`src/rtl/ctrl_program_loader_pkg.sv`:
```
// ctrl_loader_pkg: shared types and constants for the control-program loader.
//   - loader_state_t : loader FSM states (encoding fixed, visible to debug tools)
//   - ADDR_WIDTH_D / CTRL_WIDTH_D : default BRAM address and control-word widths
//   - term_misplaced : terminator placement check for one readback word
package ctrl_loader_pkg;

    localparam int ADDR_WIDTH_D = 10;
    localparam int CTRL_WIDTH_D = 60;

    typedef enum logic [2:0] {
        ST_IDLE   = 3'd0,
        ST_LOAD   = 3'd1,
        ST_LOADED = 3'd2,
        ST_VERIFY = 3'd3,
        ST_ERROR  = 3'd4
    } loader_state_t;

    // A word is badly terminated when its completion bit disagrees with
    // whether it is the last word of the program.
    function automatic logic term_misplaced(input logic i_last, input logic i_bit0);
        return i_last ^ i_bit0;
    endfunction

endpackage

```
`src/rtl/ctrl_program_loader_if.sv`:
```
// ctrl_program_loader_if: control-word stream and control-BRAM port bundle.
//   S_DATA/S_VALID/S_READY : incoming control-word stream
//   bram_addr/din/en/we    : BRAM write/read request
//   bram_dout              : BRAM read data (1-cycle latency)
// master = loader side, slave = data source + BRAM side.
interface ctrl_program_loader_if #(
    parameter int ADDR_WIDTH = ctrl_loader_pkg::ADDR_WIDTH_D,
    parameter int CTRL_WIDTH = ctrl_loader_pkg::CTRL_WIDTH_D
);
    logic [CTRL_WIDTH-1:0] S_DATA;
    logic                  S_VALID;
    logic                  S_READY;
    logic [ADDR_WIDTH-1:0] bram_addr;
    logic [CTRL_WIDTH-1:0] bram_din;
    logic [CTRL_WIDTH-1:0] bram_dout;
    logic                  bram_en;
    logic                  bram_we;

    modport master (
        input  S_DATA, S_VALID, bram_dout,
        output S_READY, bram_addr, bram_din, bram_en, bram_we
    );

    modport slave (
        output S_DATA, S_VALID, bram_dout,
        input  S_READY, bram_addr, bram_din, bram_en, bram_we
    );
endinterface

```
`src/rtl/ctrl_program_loader_checksum.sv`:
```
// ctrl_checksum: XOR accumulator.
//   clk/rst : clock, async active-high reset
//   i_clr   : synchronous clear (wins over i_en)
//   i_en    : fold i_data into the sum
//   o_sum   : running XOR of all folded words since the last clear
module ctrl_checksum #(
    parameter int WIDTH = 60
) (
    input  logic             clk,
    input  logic             rst,
    input  logic             i_clr,
    input  logic             i_en,
    input  logic [WIDTH-1:0] i_data,
    output logic [WIDTH-1:0] o_sum
);

    logic [WIDTH-1:0] r_sum;

    // Running XOR with clear priority
    always_ff @(posedge clk or posedge rst) begin
        if (rst) begin
            r_sum <= {WIDTH{1'b0}};
        end else if (i_clr) begin
            r_sum <= {WIDTH{1'b0}};
        end else if (i_en) begin
            r_sum <= r_sum ^ i_data;
        end else begin
            r_sum <= r_sum;
        end
    end

    assign o_sum = r_sum;

endmodule

```
`src/rtl/myReg.sv`:
```
// myReg: generic enabled register with asynchronous active-high clear.
//   clk  : clock          ARST : async clear
//   i_en : load enable    i_d  : next value    o_q : stored value
module myReg #(
    parameter int WIDTH = 1
) (
    input  logic             clk,
    input  logic             ARST,
    input  logic             i_en,
    input  logic [WIDTH-1:0] i_d,
    output logic [WIDTH-1:0] o_q
);

    // Storage element: cleared by ARST, loaded when enabled
    always_ff @(posedge clk or posedge ARST) begin
        if (ARST) begin
            o_q <= {WIDTH{1'b0}};
        end else if (i_en) begin
            o_q <= i_d;
        end else begin
            o_q <= o_q;
        end
    end

endmodule

```
`src/rtl/ctrl_program_loader.sv`:
```
// ctrl_program_loader: writes a stream of control words into the control BRAM
// at consecutive addresses, keeps an XOR checksum, and can read the program
// back to confirm contents and terminator placement.
//   CLK_100, RST                    : clock, async active-high reset
//   LOAD_START / VERIFY_START       : level inputs, rising edge starts load / readback
//   ABORT                           : synchronous return to IDLE
//   bus (master)                    : control-word stream + BRAM port
//   WORD_COUNT                      : words written in the current load
//   LOADED / OVERFLOW               : load finished with terminator / BRAM filled without one
//   VERIFY_DONE / VERIFY_OK / BUSY  : readback status, LOAD or VERIFY active
module ctrl_program_loader
    import ctrl_loader_pkg::*;
#(
    parameter int ADDR_WIDTH = ADDR_WIDTH_D,
    parameter int CTRL_WIDTH = CTRL_WIDTH_D
) (
    input  logic                  CLK_100,
    input  logic                  RST,
    input  logic                  LOAD_START,
    input  logic                  VERIFY_START,
    input  logic                  ABORT,
    ctrl_program_loader_if.master bus,
    output logic [ADDR_WIDTH:0]   WORD_COUNT,
    output logic                  LOADED,
    output logic                  OVERFLOW,
    output logic                  VERIFY_DONE,
    output logic                  VERIFY_OK,
    output logic                  BUSY
);

    localparam logic [ADDR_WIDTH-1:0] LAST_ADDR = {ADDR_WIDTH{1'b1}};
    localparam logic [ADDR_WIDTH-1:0] ADDR_ONE  = {{(ADDR_WIDTH-1){1'b0}}, 1'b1};
    localparam logic [ADDR_WIDTH:0]   CNT_ONE   = {{ADDR_WIDTH{1'b0}}, 1'b1};

    loader_state_t r_state, w_next;

    logic                  r_load_start_d, r_verify_start_d;
    logic                  r_rd_vld, r_term_err;
    logic                  r_loaded, r_overflow, r_verify_done, r_verify_ok;
    logic                  w_load_rise, w_verify_rise;
    logic                  w_accept, w_wr, w_rd_issue, w_rd_last, w_term_bad;
    logic                  w_cnt_clr, w_rd_clr;
    logic                  w_clr_load, w_clr_verify, w_set_loaded, w_set_ovf, w_verify_end;
    logic [ADDR_WIDTH-1:0] w_addr;
    logic [ADDR_WIDTH:0]   w_word_cnt, w_rd_cnt;
    logic [CTRL_WIDTH-1:0] w_load_sum, w_rd_sum, w_rd_final;

    assign w_load_rise   = LOAD_START & ~r_load_start_d;
    assign w_verify_rise = VERIFY_START & ~r_verify_start_d;

    // The handshake completes whenever LOAD holds and data is valid; ABORT
    // only blocks the write and the bookkeeping, not the handshake itself.
    assign w_accept   = (r_state == ST_LOAD) & bus.S_VALID;
    assign w_wr       = w_accept & ~ABORT;
    assign w_rd_issue = (r_state == ST_VERIFY) & (w_rd_cnt < w_word_cnt) & ~ABORT;
    // The read counter runs one ahead of the tagged word, so the tagged word
    // is the last one when every read has already been issued.
    assign w_rd_last  = r_rd_vld & (w_rd_cnt == w_word_cnt);
    assign w_term_bad = r_rd_vld & term_misplaced(w_rd_last, bus.bram_dout[0]);
    // The last word is compared before it lands in the accumulator so that
    // VERIFY_DONE/OK can be registered in the same cycle.
    assign w_rd_final = w_rd_sum ^ bus.bram_dout;

    assign w_cnt_clr = w_clr_load | ABORT;
    assign w_rd_clr  = w_clr_verify | ABORT;

    // Start-input history for rising-edge detection
    always_ff @(posedge CLK_100 or posedge RST) begin
        if (RST) begin
            r_load_start_d   <= 1'b0;
            r_verify_start_d <= 1'b0;
        end else begin
            r_load_start_d   <= LOAD_START;
            r_verify_start_d <= VERIFY_START;
        end
    end

    // FSM state register
    always_ff @(posedge CLK_100 or posedge RST) begin
        if (RST) begin
            r_state <= ST_IDLE;
        end else begin
            r_state <= w_next;
        end
    end

    // FSM next state and one-cycle event strobes
    always_comb begin
        w_next       = r_state;
        w_clr_load   = 1'b0;
        w_clr_verify = 1'b0;
        w_set_loaded = 1'b0;
        w_set_ovf    = 1'b0;
        w_verify_end = 1'b0;
        if (ABORT) begin
            w_next = ST_IDLE;
        end else begin
            case (r_state)
                ST_IDLE: begin
                    if (w_load_rise) begin
                        w_next     = ST_LOAD;
                        w_clr_load = 1'b1;
                    end else begin
                        w_next = ST_IDLE;
                    end
                end
                ST_LOAD: begin
                    if (w_accept & bus.S_DATA[0]) begin
                        w_next       = ST_LOADED;
                        w_set_loaded = 1'b1;
                    end else if (w_accept & (w_addr == LAST_ADDR)) begin
                        w_next    = ST_ERROR;
                        w_set_ovf = 1'b1;
                    end else begin
                        w_next = ST_LOAD;
                    end
                end
                ST_LOADED: begin
                    if (w_load_rise) begin
                        w_next     = ST_LOAD;
                        w_clr_load = 1'b1;
                    end else if (w_verify_rise) begin
                        w_next       = ST_VERIFY;
                        w_clr_verify = 1'b1;
                    end else begin
                        w_next = ST_LOADED;
                    end
                end
                ST_VERIFY: begin
                    if (w_rd_last) begin
                        w_next       = ST_LOADED;
                        w_verify_end = 1'b1;
                    end else begin
                        w_next = ST_VERIFY;
                    end
                end
                ST_ERROR: begin
                    w_next = ST_ERROR;
                end
                default: begin
                    w_next = ST_IDLE;
                end
            endcase
        end
    end

    // BRAM port and stream handshake; writes go out in the accept cycle
    always_comb begin
        bus.S_READY   = (r_state == ST_LOAD);
        bus.bram_en   = w_accept | w_rd_issue;
        bus.bram_we   = w_wr;
        bus.bram_din  = bus.S_DATA;
        if (r_state == ST_VERIFY) begin
            bus.bram_addr = w_rd_cnt[ADDR_WIDTH-1:0];
        end else begin
            bus.bram_addr = w_addr;
        end
    end

    myReg #(.WIDTH(ADDR_WIDTH)) u_addr_cnt (
        .clk  (CLK_100),
        .ARST (RST),
        .i_en (w_cnt_clr | w_wr),
        .i_d  (w_cnt_clr ? {ADDR_WIDTH{1'b0}} : (w_addr + ADDR_ONE)),
        .o_q  (w_addr)
    );

    myReg #(.WIDTH(ADDR_WIDTH+1)) u_word_cnt (
        .clk  (CLK_100),
        .ARST (RST),
        .i_en (w_cnt_clr | w_wr),
        .i_d  (w_cnt_clr ? {(ADDR_WIDTH+1){1'b0}} : (w_word_cnt + CNT_ONE)),
        .o_q  (w_word_cnt)
    );

    myReg #(.WIDTH(ADDR_WIDTH+1)) u_rd_cnt (
        .clk  (CLK_100),
        .ARST (RST),
        .i_en (w_rd_clr | w_rd_issue),
        .i_d  (w_rd_clr ? {(ADDR_WIDTH+1){1'b0}} : (w_rd_cnt + CNT_ONE)),
        .o_q  (w_rd_cnt)
    );

    ctrl_checksum #(.WIDTH(CTRL_WIDTH)) u_load_sum (
        .clk    (CLK_100),
        .rst    (RST),
        .i_clr  (w_cnt_clr),
        .i_en   (w_wr),
        .i_data (bus.S_DATA),
        .o_sum  (w_load_sum)
    );

    ctrl_checksum #(.WIDTH(CTRL_WIDTH)) u_rd_sum (
        .clk    (CLK_100),
        .rst    (RST),
        .i_clr  (w_rd_clr),
        .i_en   (r_rd_vld & ~ABORT),
        .i_data (bus.bram_dout),
        .o_sum  (w_rd_sum)
    );

    // Readback valid tag and sticky terminator-error flag
    always_ff @(posedge CLK_100 or posedge RST) begin
        if (RST) begin
            r_rd_vld   <= 1'b0;
            r_term_err <= 1'b0;
        end else if (ABORT) begin
            r_rd_vld   <= 1'b0;
            r_term_err <= 1'b0;
        end else begin
            r_rd_vld <= w_rd_issue;
            if (w_clr_verify) begin
                r_term_err <= 1'b0;
            end else if (w_term_bad) begin
                r_term_err <= 1'b1;
            end else begin
                r_term_err <= r_term_err;
            end
        end
    end

    // Status flags, all set or cleared by FSM events
    always_ff @(posedge CLK_100 or posedge RST) begin
        if (RST) begin
            r_loaded      <= 1'b0;
            r_overflow    <= 1'b0;
            r_verify_done <= 1'b0;
            r_verify_ok   <= 1'b0;
        end else if (ABORT | w_clr_load) begin
            r_loaded      <= 1'b0;
            r_overflow    <= 1'b0;
            r_verify_done <= 1'b0;
            r_verify_ok   <= 1'b0;
        end else if (w_set_loaded) begin
            r_loaded <= 1'b1;
        end else if (w_set_ovf) begin
            r_overflow <= 1'b1;
        end else if (w_clr_verify) begin
            r_verify_done <= 1'b0;
            r_verify_ok   <= 1'b0;
        end else if (w_verify_end) begin
            r_verify_done <= 1'b1;
            r_verify_ok   <= (w_load_sum == w_rd_final) & ~(r_term_err | w_term_bad);
        end else begin
            r_loaded      <= r_loaded;
            r_overflow    <= r_overflow;
            r_verify_done <= r_verify_done;
            r_verify_ok   <= r_verify_ok;
        end
    end

    assign WORD_COUNT  = w_word_cnt;
    assign LOADED      = r_loaded;
    assign OVERFLOW    = r_overflow;
    assign VERIFY_DONE = r_verify_done;
    assign VERIFY_OK   = r_verify_ok;
    assign BUSY        = (r_state == ST_LOAD) | (r_state == ST_VERIFY);

endmodule
```
`src/flat_wrapper.sv`:
```
// flat-port wrapper written by rule: the top's interface ports become plain ports
module ctrl_program_loader_flat import ctrl_loader_pkg::*;
#(
    parameter int ADDR_WIDTH = ADDR_WIDTH_D,
    parameter int CTRL_WIDTH = CTRL_WIDTH_D
)
  (CLK_100, RST, LOAD_START, VERIFY_START, ABORT, WORD_COUNT, LOADED, OVERFLOW, VERIFY_DONE, VERIFY_OK, BUSY, bus_S_DATA, bus_S_VALID, bus_bram_dout, bus_S_READY, bus_bram_addr, bus_bram_din, bus_bram_en, bus_bram_we);
  ctrl_program_loader_if #(.ADDR_WIDTH(ADDR_WIDTH), .CTRL_WIDTH(CTRL_WIDTH)) bus_i ();
  input  logic CLK_100;
  input  logic RST;
  input  logic LOAD_START;
  input  logic VERIFY_START;
  input  logic ABORT;
  output logic [ADDR_WIDTH:0] WORD_COUNT;
  output logic LOADED;
  output logic OVERFLOW;
  output logic VERIFY_DONE;
  output logic VERIFY_OK;
  output logic BUSY;
  input wire logic [$bits(bus_i.S_DATA)-1:0] bus_S_DATA;
  input wire logic [$bits(bus_i.S_VALID)-1:0] bus_S_VALID;
  input wire logic [$bits(bus_i.bram_dout)-1:0] bus_bram_dout;
  output wire logic [$bits(bus_i.S_READY)-1:0] bus_S_READY;
  output wire logic [$bits(bus_i.bram_addr)-1:0] bus_bram_addr;
  output wire logic [$bits(bus_i.bram_din)-1:0] bus_bram_din;
  output wire logic [$bits(bus_i.bram_en)-1:0] bus_bram_en;
  output wire logic [$bits(bus_i.bram_we)-1:0] bus_bram_we;
  assign bus_i.S_DATA = bus_S_DATA;
  assign bus_i.S_VALID = bus_S_VALID;
  assign bus_i.bram_dout = bus_bram_dout;
  assign bus_S_READY = bus_i.S_READY;
  assign bus_bram_addr = bus_i.bram_addr;
  assign bus_bram_din = bus_i.bram_din;
  assign bus_bram_en = bus_i.bram_en;
  assign bus_bram_we = bus_i.bram_we;
  ctrl_program_loader #(.ADDR_WIDTH(ADDR_WIDTH), .CTRL_WIDTH(CTRL_WIDTH)) u_core (.CLK_100(CLK_100), .RST(RST), .LOAD_START(LOAD_START), .VERIFY_START(VERIFY_START), .ABORT(ABORT), .bus(bus_i), .WORD_COUNT(WORD_COUNT), .LOADED(LOADED), .OVERFLOW(OVERFLOW), .VERIFY_DONE(VERIFY_DONE), .VERIFY_OK(VERIFY_OK), .BUSY(BUSY));
endmodule
```
`config.mk`:
```
export PLATFORM = sky130hd
export DESIGN_NAME = ctrl_program_loader_flat
export DESIGN_NICKNAME = d
export VERILOG_FILES = /design/src/rtl/ctrl_program_loader_pkg.sv /design/src/rtl/ctrl_program_loader_if.sv /design/src/rtl/ctrl_program_loader_checksum.sv /design/src/rtl/myReg.sv /design/src/rtl/ctrl_program_loader.sv /design/src/flat_wrapper.sv
export SDC_FILE = /design/constraint.sdc
export NUM_CORES = 1
export LEC_CHECK = 0
export CORE_MARGIN = 10
export CORE_UTILIZATION = 46
export CTS_CLUSTER_SIZE = 12
export DETAILED_ROUTE_END_ITERATION = 6
export GPL_ROUTABILITY_DRIVEN = 0
export GPL_TIMING_DRIVEN = 0
export PLACE_DENSITY_LB_ADDON = 0.1
export SLEW_MARGIN = 25
export SYNTH_ARGS = -nofsm -noshare
export SYNTH_HDL_FRONTEND = slang
export SYNTH_SLANG_ARGS = --single-unit
```
`constraint.sdc`:
```
create_clock -name CLK_100 -period 9.5 [get_ports CLK_100]
set_input_delay 0.95 -clock CLK_100 [delete_from_list [all_inputs] [get_ports CLK_100]]
set_output_delay 0.95 -clock CLK_100 [all_outputs]
set_load 0.1 [all_outputs]
```
==> impl_results.md, run 1 <==
* Max FO, Critical Path at 10
* Final HPWL DP at 19.9 mm
* Nets@finish at 1,330
* Relative slew slack at 32.2%
* Worst R2R Path Depth at 9
* Layout Utilization at 61.9%
* Crit start category: flop
* Sink of the worst hold path: u_core.r_term_err$_DFFE_PP0P_
* Initial antenna violation count at 1
* Mapped Nets at 1,096
* Critical Path Start: u_core.u_word_cnt.o_q[1]$_DFFE_PP0P_
* Leak pwr at 5.51 nW
* CTS resizes at 0
* Clock period minus worst slack at 4700 ps
* Post-synthesis cell count at 956
* Area Growth Syn to Fin at 33.2%
* Cell taking the most area after synthesis: dfrtp_1
* Clock Pin Slew Worst Setup and Hold Paths at 70 ps
* Post-route ant nets at 0
* Final setup viols at 0
* Crit path arrival time at 3750 ps
* Reg2reg setup slack at 7090 ps
* Clock latency on the worst-skew pair at 430 ps
* Clock tree sinks at 163
* Crit Path Class: flop to output port
* Synth Register Bits at 163
* Setup Skew at 10.3 ps
* Die area at 0.0264 sq mm
* DR DRC count at 0
* Vias in the first global route at 7,502
* PwrDens at 137 mW/mm^2
* Routed len/inst at 17.6 microns
* VDD IR max at 0.000130 V
* Layout cells sized above 1 at 9.81%
* RSZ-0062 raised after global routing: false
* Total gr overflow at 0
* Most common cell after layout, fill and taps aside: clkdlybuf4s50_1
* Core ar. at 0.0201 sq mm
* Top cells by area, synth: dfrtp_1 44%, xor2_1 15%, nand2_1 6.0%
* Most frequent cells in the layout: 213 x clkdlybuf4s50_1, 163 x dfrtp_1, 156 x xor2_1
* Share of the synthesized area in the top cell type at 43.6%
* Initial Util at 46.5%
* H-tree Lvls at 4
* Row cnt at 52
* Placed cells at 1,441
* Largest net degree at the start of global routing at 59
* Via count at 7,102
* Ant. Diodes at 0
* Root buffer cell: clkbuf_16
* Max-slew violations at 0
* Die H at 163 microns
* Buffers on Ports at 213
* Ports at 215
* GR Util All Layers at 20.0%
* Syn_area_per_cell at 9.78 sq um
* YS warnings at 0
* Max-cap violations at 0
* Multi-input gate area at 0.00462 sq mm
* Peak Freq at 0.213 GHz
* Sequential element share of the synthesized area at 43.6%
* Drt via density at 4.82
* First-iteration detailed-routing DRC count at 453
* Worst r2r dst: u_core.u_rd_cnt.o_q[8]$_DFFE_PP0P_
* # hold bufs at CTS at 0
* Register area at 0.00408 sq mm
* R2r startpoint: u_core.u_word_cnt.o_q[1]$_DFFE_PP0P_
* Post-CTS setup buffers at 0
* Final period utilization at 49.5%
* Routed WL at 25.9 mm
* Cell area after synthesis at 0.00935 sq mm
* Fin cells at 1,473
* Clk buf depth at 2
* Netlist cell types at 44
* Fillcell total at 1,760
* Worst Path Required at 8550 ps
* Status: finished clean
* Die W at 163 microns
* Min-Delay Startpoint: u_core.r_term_err$_DFFE_PP0P_
* Number of synthesized flops with an enable pin at 0
* Final hold violations at 0
* Worst slew pin tran at 1010 ps
* Number of CTS-inserted buffers at 17
* First-pass GRT wire length at 41.2 mm
* Async SR Flop Fraction at 100%
* Hold Crit Depth at 2
* Setup TNS at 0 ps
* Synth Flop Type: dfrtp_1
* Crit. End Element: output port
* TritonCTS clock tree: done
* Worst Hold Class: flop to flop
* First-pass DRT Iterations at 5
==> critical path, cell delays in order (launching register included) <==
cell,delay (ps)
dfrtp_1,440
inv_1,70
ha_1,310
nor2b_1,130
o21ai_0,150
a21oi_1,100
o31a_1,360
clkbuf_1,270
o21ai_0,300
clkdlybuf4s50_1,1190
==> how the worst max path moves through the flow <==
stage | end | slack, ps
2_1_floorplan | u_core.LOADED$_DFFE_PP0P_ | 4150
3_3_place_gp | u_core.u_rd_sum.o_sum[48]$_DFFE_PP0P_ | 1630
3_5_place_dp | bus_bram_we | 5090
4_1_cts | bus_bram_en | 4810
5_1_grt | bus_bram_en | 4630
6_report | bus_bram_en | 4800
==> layer usage <==
| layer | GRT usage (%) | wire, microns | vias up | part of all wire [%] |
|---|---|---|---|---|
| met5 | 0 | 13 | - | 0.050 |
| met4 | 6.76 | 565 | 2 | 2.2 |
| met3 | 4.90 | 1630 | 30 | 6.3 |
| met2 | 30.5 | 11700 | 206 | 45 |
| met1 | 27.2 | 12000 | 3377 | 46 |
| li1 | - | - | 3487 | - |
==> sequential cells by signal (all words and copies together), names as in the netlist <==
signal and count:
u_core.u_load_sum.o_sum 60, u_core.u_rd_sum.o_sum 60, u_core.u_rd_cnt.o_q 11, u_core.u_word_cnt.o_q 11, u_core.u_addr_cnt.o_q 10, u_core.r_state 3, u_core.LOADED 1, u_core.OVERFLOW 1
u_core.VERIFY_DONE 1, u_core.VERIFY_OK 1, u_core.r_load_start_d 1, u_core.r_rd_vld 1, u_core.r_term_err 1, u_core.r_verify_start_d 1
==> stage by stage <==
step | total power [mW] | instance area [sq um] | setup WS (ps) | hold WS (ps)
global route | 1.76 | 12400 | 4630 | 518
detailed placement | 1.05 | 11900 | 5090 | 478
CTS | 1.71 | 12400 | 4810 | 493
global placement | 1.04 | 11800 | 1630 | 468
floorplan | 0.924 | 9350 | 4150 | 450
finish | 1.70 | 12400 | 4800 | 487
==> power breakdown <==
group / switching [mW] / internal [mW]
clock: 0.294 / 0.377
sequential: 0.00724 / 0.701
combinational: 0.205 / 0.121
total: 0.505 / 1.20
==> Yosys cell counts, types with 8 or more instances <==
library cell,n
dfrtp_1,163
xor2_1,156
nand2_1,149
nor2_1,147
buf_4,61
xnor2_1,54
xnor3_1,24
clkbuf_1,22
nand4_1,22
a21oi_1,17
inv_1,15
ha_1,14
nand3_1,13
mux2_2,9
o21ai_0,9
buf_2,8
==> cell type report <==
| type | instances | share of cell area, % |
|---|---|---|
| inverters | 15 | 0.513 |
| plain buffers | 96 | 4.81 |
| clock inverters | 10 | 0.804 |
| multi-input cells | 682 | 37.1 |
| well taps | 270 | 2.71 |
| flip-flops and latches | 163 | 32.8 |
| clock buffers | 22 | 3.73 |
| repair buffers | 215 | 17.6 |
==> cell families after synthesis <==
logic type | Yosys count | share of synthesized area [%]
and+or+nand+nor | 375 | 17.3
adders and majority gates | 14 | 1.87
AOI/OAI and AO/OA | 44 | 3.01
buffers and inverters | 111 | 7.01
muxes | 15 | 1.73
DFF | 163 | 43.6
xor gates and xnor gates | 234 | 25.5
Power figures use the tool's default switching activity.
==> inputs of run 2 (changes only) <==
==> constraint.sdc (replaced) <==
create_clock -name CLK_100 -period 4.1 [get_ports CLK_100]
set_input_delay 0.41 -clock CLK_100 [delete_from_list [all_inputs] [get_ports CLK_100]]
set_output_delay 0.41 -clock CLK_100 [all_outputs]
set_load 0.1 [all_outputs]
==> run 2 against run 1 <==
Against the previous run:
- combinational power grew 130%
- clock skew is essentially flat
- power grew 140%
- count of clock-buffer cells in the layout shrank 3
- critical path depth is the same
- global-route usage shrank 0.24 points
- critical endpoint unchanged
- highest routed layer unchanged
==> impl_results.md, run 2 (synthesis results as in run 1) <==
* Status: finished clean
* Register area at 0.00408 sq mm (unchanged)
* Clock Pin Slew Worst Setup and Hold Paths at 70 ps (about the same)
* Root buffer cell: clkbuf_16
* TritonCTS clock tree: done
* WP depth at 9 (unchanged)
* Setup TNS at 0 ps (unchanged)
* GR Util All Layers at 19.7% (-0.24 points)
* Crit path capture: bus_bram_en
* Leak pwr at 5.61 nW (+1.8%)
* Clock tree sinks at 163 (unchanged)
* DR DRC count at 0 (unchanged)
* Clk buf depth at 2 (unchanged)
* Buffers on Ports at 213 (unchanged)
* First-pass GRT wire length at 40.7 mm (-1.2%)
* Largest net degree at the start of global routing at 30 (-49%)
* CP Cell Sequence: inv_1 -> ha_1 -> nor2b_1 -> o21ai_0 -> a21oi_1 -> o31a_1 -> clkbuf_1 -> o21ai_1 -> dlymetal6s2s_1
* Buf+Inv Stages, Crit Path at 3 (unchanged)
* Crit start category: flop
* Critical Path Start: u_core.u_word_cnt.o_q[1]$_DFFE_PP0P_
* Post-CTS setup buffers at 0 (unchanged)
* First-iteration detailed-routing DRC count at 411 (-9.3%)
* Drt via density at 4.83 (+0.14%)
* Sequential group share of total power at 39.4% (-2.2 points)
* Clock latency on the worst-skew pair at 420 ps (about the same)
* Worst path top cell family by delay: buffers and inverters
* Most common cell after layout, fill and taps aside: clkdlybuf4s50_1
* Post-route ant nets at 0 (unchanged)
* Worst Hold Class: primary input to async pin
* Worst slew pin tran at 1030 ps (+12.3 ps)
* Setup Skew at 10.2 ps (-0.0466 ps)
* Ports at 215 (unchanged)
* Net Sw Frac at 28.4% (-1.2 points)
* RSZ-0062 raised after global routing: false
* Initial antenna violation count at 1 (unchanged)
* Worst R2R Path Depth at 9 (unchanged)
* Via count at 7,131 (+0.41%)
* Number of CTS-inserted buffers at 17 (unchanged)
* Crit Path Class: flop to output port
* Final HPWL DP at 20.0 mm (+0.70%)
* Fillcell total at 1,685 (-4.3%)
* Area Growth Syn to Fin at 34.9%
* H-tree Lvls at 4 (unchanged)
* Row cnt at 52 (unchanged)
* Worst r2r dst: u_core.u_rd_cnt.o_q[8]$_DFFE_PP0P_
* R2r startpoint: u_core.u_word_cnt.o_q[1]$_DFFE_PP0P_
* Placed cells at 1,445 (+0.28%)
* CP max-delay cell: dlymetal6s2s_1
* Max-slew violations at 0 (unchanged)
* Routed len/inst at 17.6 microns (-0.31%)
* Nets@finish at 1,334 (+0.30%)
* Slowest stage delay, CP at 770 ps (-420 ps)
* Die area at 0.0264 sq mm (unchanged)
* Clock period minus worst slack at 3650 ps
* VDD IR max at 0.000349 V (+170%)
* Internal power at 2.98 mW (+150%)
* Worst Path Required at 3690 ps (-4860 ps)
* Crit. End Element: output port
* Fin cells at 1,477 (+0.27%)
* Crit path arrival time at 3240 ps (-510 ps)
* Most frequent cells in the layout: 212 x clkdlybuf4s50_1, 163 x dfrtp_1, 156 x xor2_1
* Final setup viols at 0 (unchanged)
* Core ar. at 0.0201 sq mm (unchanged)
* Vias in the first global route at 7,230 (-3.6%)
* First-pass DRT Iterations at 4 (-1)
* Initial Util at 46.5% (unchanged)
* Total gr overflow at 0 (unchanged)
* PwrDens at 330 mW/mm^2 (+140%)
* Die W at 163 microns (unchanged)
* Final period utilization at 89.0%
* Comb pwr share at 18.3% (-0.8 points)
* Layout cells sized above 1 at 10.4% (+0.55 points)
* Multi-input gate area at 0.00462 sq mm (unchanged)
* Reg2reg setup slack at 1660 ps (-5430 ps)
* Clock share of power at 42.2% (+2.9 points)
* Routed WL at 25.9 mm (about the same)
* Max-cap violations at 0 (unchanged)
* Ant. Diodes at 0 (unchanged)
* Max FO, Critical Path at 10 (unchanged)
* Relative slew slack at 31.4% (-0.82 points)
* Peak Freq at 0.274 GHz
* Layout Utilization at 62.7% (+0.78 points)
* Sw Pwr at 1.18 mW (+130%)
* Final hold violations at 0 (unchanged)
* Die H at 163 microns (unchanged)
run 2: cell type report:
cell class / count / share of cell area (%)
Clock buffer: 19 / 3.59
Tap cell: 270 / 2.68
Buffer: 96 / 4.75
Clock inverter: 13 / 1.56
Sequential cell: 163 / 32.4
Inverter: 15 / 0.476
Timing Repair Buffer: 219 / 17.9
Multi-Input combinational cell: 682 / 36.6
run 2: repair_timing:
action                     4_1_cts  5_1_grt
gates resized for setup          0        1
setup endpoints to repair        0        1
hold buffers                     0        0
run 2: how the worst min path moves through the flow:
stage	endpoint	slack [ps]	cells past startpoint
after floorplan	u_core.r_load_start_d$_DFF_PP0_	440	0
after global placement	u_core.r_term_err$_DFFE_PP0P_	470	2
after detailed placement	u_core.r_term_err$_DFFE_PP0P_	500	2
after CTS	u_core.r_state[2]$_DFF_PP0_	350	2
after global routing	u_core.u_load_sum.o_sum[1]$_DFFE_PP0P_	380	2
final	u_core.u_load_sum.o_sum[4]$_DFFE_PP0P_	360	2
run 2: worst reg2reg max path, delay by kind of cell, from the launching register on:
family | cells | cell delay [ps]
compound gates | 3 | 610
buf+inv | 2 | 330
mux | 1 | 220
fa+ha+maj | 1 | 300
flops | 1 | 440
simple gates | 2 | 460
run 2: through the flow:
stage	setup slack (ps)	total power [mW]	hold WS, ps	cell area, sq um
floorplan	70.7	2.14	441	9350
detailed placement	560	2.44	495	11900
CTS	55.4	4.20	351	12600
global placement	82.4	2.42	469	11800
finish	452	4.16	365	12600
global route	292	4.30	378	12600
run 2: power by group through the flow:
stage | registers, mW | clock network, mW | logic, mW
after CTS | 1.64 | 1.79 | 0.771
final | 1.64 | 1.76 | 0.763
after detailed placement | 1.67 | 0 | 0.766
after global routing | 1.64 | 1.86 | 0.805
after floorplan | 1.67 | 0 | 0.469
after global placement | 1.67 | 0 | 0.750
run 2: metal layers:
metal / routed length, microns / part of all wire, % / track usage, % / vias to the layer above
met3: 1900 / 7.3 / 4.95 / 23
met2: 11900 / 46 / 30.2 / 207
li1: - / - / - / 3496
met4: 435 / 1.7 / 5.82 / 2
met1: 11700 / 45 / 27.1 / 3403
met5: 13 / 0.050 / 0 / -
==> inputs of run 3 (changes only) <==
--- a/config.mk
+++ b/config.mk
@@ -5,7 +5,7 @@
 export SDC_FILE = /design/constraint.sdc
 export NUM_CORES = 1
 export LEC_CHECK = 0
-export CORE_MARGIN = 10
+export CORE_MARGIN = 2
 export CORE_UTILIZATION = 46
 export CTS_CLUSTER_SIZE = 12
 export DETAILED_ROUTE_END_ITERATION = 6
==> run 3 against run 2 <==
Against the previous run:
- via count rose by 0.25%
- critical endpoint unchanged
- critical path depth did not move
- largest cell class unchanged
- register-to-register slack barely moved
- combinational power barely moved
- global-route usage rose by 3.6 points
- cell count barely moved
- die area fell by 19%
- clock power fell by 13%
- count of clock-buffer cells in the layout fell by 1
- largest power group is now sequential cells
- non-clock buffer count rose by 1
==> impl_results.md, run 3 (synthesis results as in run 1) <==
* Largest net degree at the start of global routing at 30 (unchanged)
* Clock latency on the worst-skew pair at 430 ps (about the same)
* Status: finished clean
* Final period utilization at 89.1% (+0.17 points)
* Die area at 0.0215 sq mm (-19%)
* Routed len/inst at 16.5 microns (-6.2%)
* Buffers on Ports at 213 (unchanged)
* Number of CTS-inserted buffers at 17 (unchanged)
* Vias in the first global route at 7,161 (-0.95%)
* Root buffer cell: clkbuf_16
* Post-route ant nets at 0 (unchanged)
* Most common cell after layout, fill and taps aside: clkdlybuf4s50_1
* Worst Hold Class: primary input to async pin
* Buf+Inv Stages, Crit Path at 3 (unchanged)
* Crit start category: flop
* Clock Pin Slew Worst Setup and Hold Paths at 70 ps (about the same)
* CP max-delay cell: dlymetal6s2s_1
* Worst slew pin tran at 1020 ps (-6.04 ps)
* First-iteration detailed-routing DRC count at 375 (-8.8%)
* Most frequent cells in the layout: 212 x clkdlybuf4s50_1, 163 x dfrtp_1, 156 x xor2_1
* DR DRC count at 0 (unchanged)
* Slowest stage delay, CP at 770 ps (about the same)
* Setup Skew at 11.3 ps (+1.11 ps)
* Routed WL at 24.3 mm (-6.2%)
* Clock period minus worst slack at 3650 ps (+7.14 ps)
* Crit Path Class: flop to output port
* Area Growth Syn to Fin at 34.3%
* Crit path arrival time at 3240 ps (about the same)
* Crit. End Element: output port
* Peak Freq at 0.274 GHz (-0.20%)
* RSZ-0062 raised after global routing: false
* Die H at 147 microns (-9.8%)
* Final setup viols at 0 (unchanged)
* GR Util All Layers at 23.3% (+3.6 points)
* Worst Path Required at 3690 ps (about the same)
* VDD IR max at 0.000302 V (-13%)
* Layout cells sized above 1 at 10.3% (about the same)
* Clock tree sinks at 163 (unchanged)
* Drt via density at 4.84 (+0.18%)
* Worst path top cell family by delay: buffers and inverters
* Total gr overflow at 0 (unchanged)
* First-pass GRT wire length at 38.8 mm (-4.8%)
* Max FO, Critical Path at 10 (unchanged)
* Via count at 7,149 (+0.25%)
* Final HPWL DP at 18.6 mm (-7.1%)
* Post-CTS setup buffers at 0 (unchanged)
* Leak pwr at 5.58 nW (-0.60%)
* Max-cap violations at 0 (unchanged)
* Core ar. at 0.0201 sq mm (unchanged)
* Max-slew violations at 0 (unchanged)
* Row cnt at 52 (unchanged)
* Ant. Diodes at 0 (unchanged)
* Setup TNS at 0 ps (unchanged)
* Initial Util at 46.5% (unchanged)
* TritonCTS clock tree: done
* First-pass DRT Iterations at 6 (+2)
* Final hold violations at 0 (unchanged)
* Clk buf depth at 2 (unchanged)
* H-tree Lvls at 4 (unchanged)
* Die W at 147 microns (-9.8%)
* Relative slew slack at 31.8% (+0.40 points)
* Ports at 215 (unchanged)
* PwrDens at 314 mW/mm^2 (-5.0%)
* # hold bufs at CTS at 0 (unchanged)
* Initial antenna violation count at 0 (-1)
* Layout Utilization at 62.4% (-0.28 points)
* CP Cell Sequence: inv_1 -> ha_1 -> nor2b_1 -> o21ai_0 -> a21oi_1 -> o31a_1 -> clkbuf_1 -> o21ai_1 -> dlymetal6s2s_1
* Nets@finish at 1,335 (+0.075%)
* Final instance area at 0.0125 sq mm (-0.45%)
* Post-Place Cell Area at 0.0120 sq mm (+0.29%)
## run 3: cell types whose count changed in the layout (fill, tap and decap cells not counted)
cell	before	now
bufinv_16	4	1
buf_16	1	3
clkbuf_8	2	0
clkinv_2	1	3
clkinvlp_4	2	4
buf_12	5	4
clkbuf_1	22	23
clkinv_4	2	3
inv_8	1	0
## run 3: final timing paths
check | start | slack, ps | endpoint | depth (start not counted)
setup reg to reg | u_core.r_state[0]$_DFF_PP0_ | 1660 | u_core.u_addr_cnt.o_q[9]$_DFFE_PP0P_ | 5
setup / recovery | u_core.u_word_cnt.o_q[1]$_DFFE_PP0P_ | 450 | bus_bram_en | 9
hold / removal | RST | 350 | u_core.u_load_sum.o_sum[4]$_DFFE_PP0P_ | 3
min in group CLK_100 | ABORT | 370 | u_core.r_state[2]$_DFF_PP0_ | 2
max in group asynchronous | RST | 3180 | u_core.u_rd_sum.o_sum[28]$_DFFE_PP0P_ | 5
hold reg to reg | u_core.LOADED$_DFFE_PP0P_ | 500 | u_core.LOADED$_DFFE_PP0P_ | 2
## run 3: area by class of cell
class	instances	area (sq um)
Fill cell	1711	7550
Clock buffer	18	429
Inverter	15	60.1
Multi-Input combinational cell	682	4620
Timing Repair Buffer	220	2300
Clock inverter	14	129
Tap cell	270	338
Sequential cell	163	4080
Buffer	96	599
## run 3: timing repair
action | in CTS | in global routing
endpoints found under the hold margin | 0 | 0
gates resized for setup | 0 | 1
endpoints found under the setup margin | 0 | 1
## run 3: per-layer routing
layer / part of all wire, % / global-route usage (%) / wire length (microns)
met4: 0.97 / 4.81 / 237
met2: 46 / 36.9 / 11300
met3: 5.6 / 5.16 / 1360
met1: 47 / 33.4 / 11400
met5: 0 / 0 / 0
## run 3: power by group
part,leakage [nW],switching (mW),total (mW),internal [mW]
Clock,0.267,0.687,1.53,0.842
Combinational,3.04,0.476,0.766,0.291
Sequential,2.27,0.0168,1.64,1.62
Total,5.58,1.18,3.94,2.76
## run 3: through the flow
step           setup slack [ps]  std cells  hold slack, ps  power [mW]
5_1_grt                     239       1478             354        4.09
3_5_place_dp                539       1446             487        2.44
4_1_cts                    22.5       1478             346        3.97
3_3_place_gp               76.7       1439             467        2.42
2_1_floorplan              70.7        956             441        2.14
6_report                    445       1478             350        3.94
## run 3: tightest hold or removal path, delay by kind of cell
family,cells,cell delay [ps]
buffers and inverters,3,730
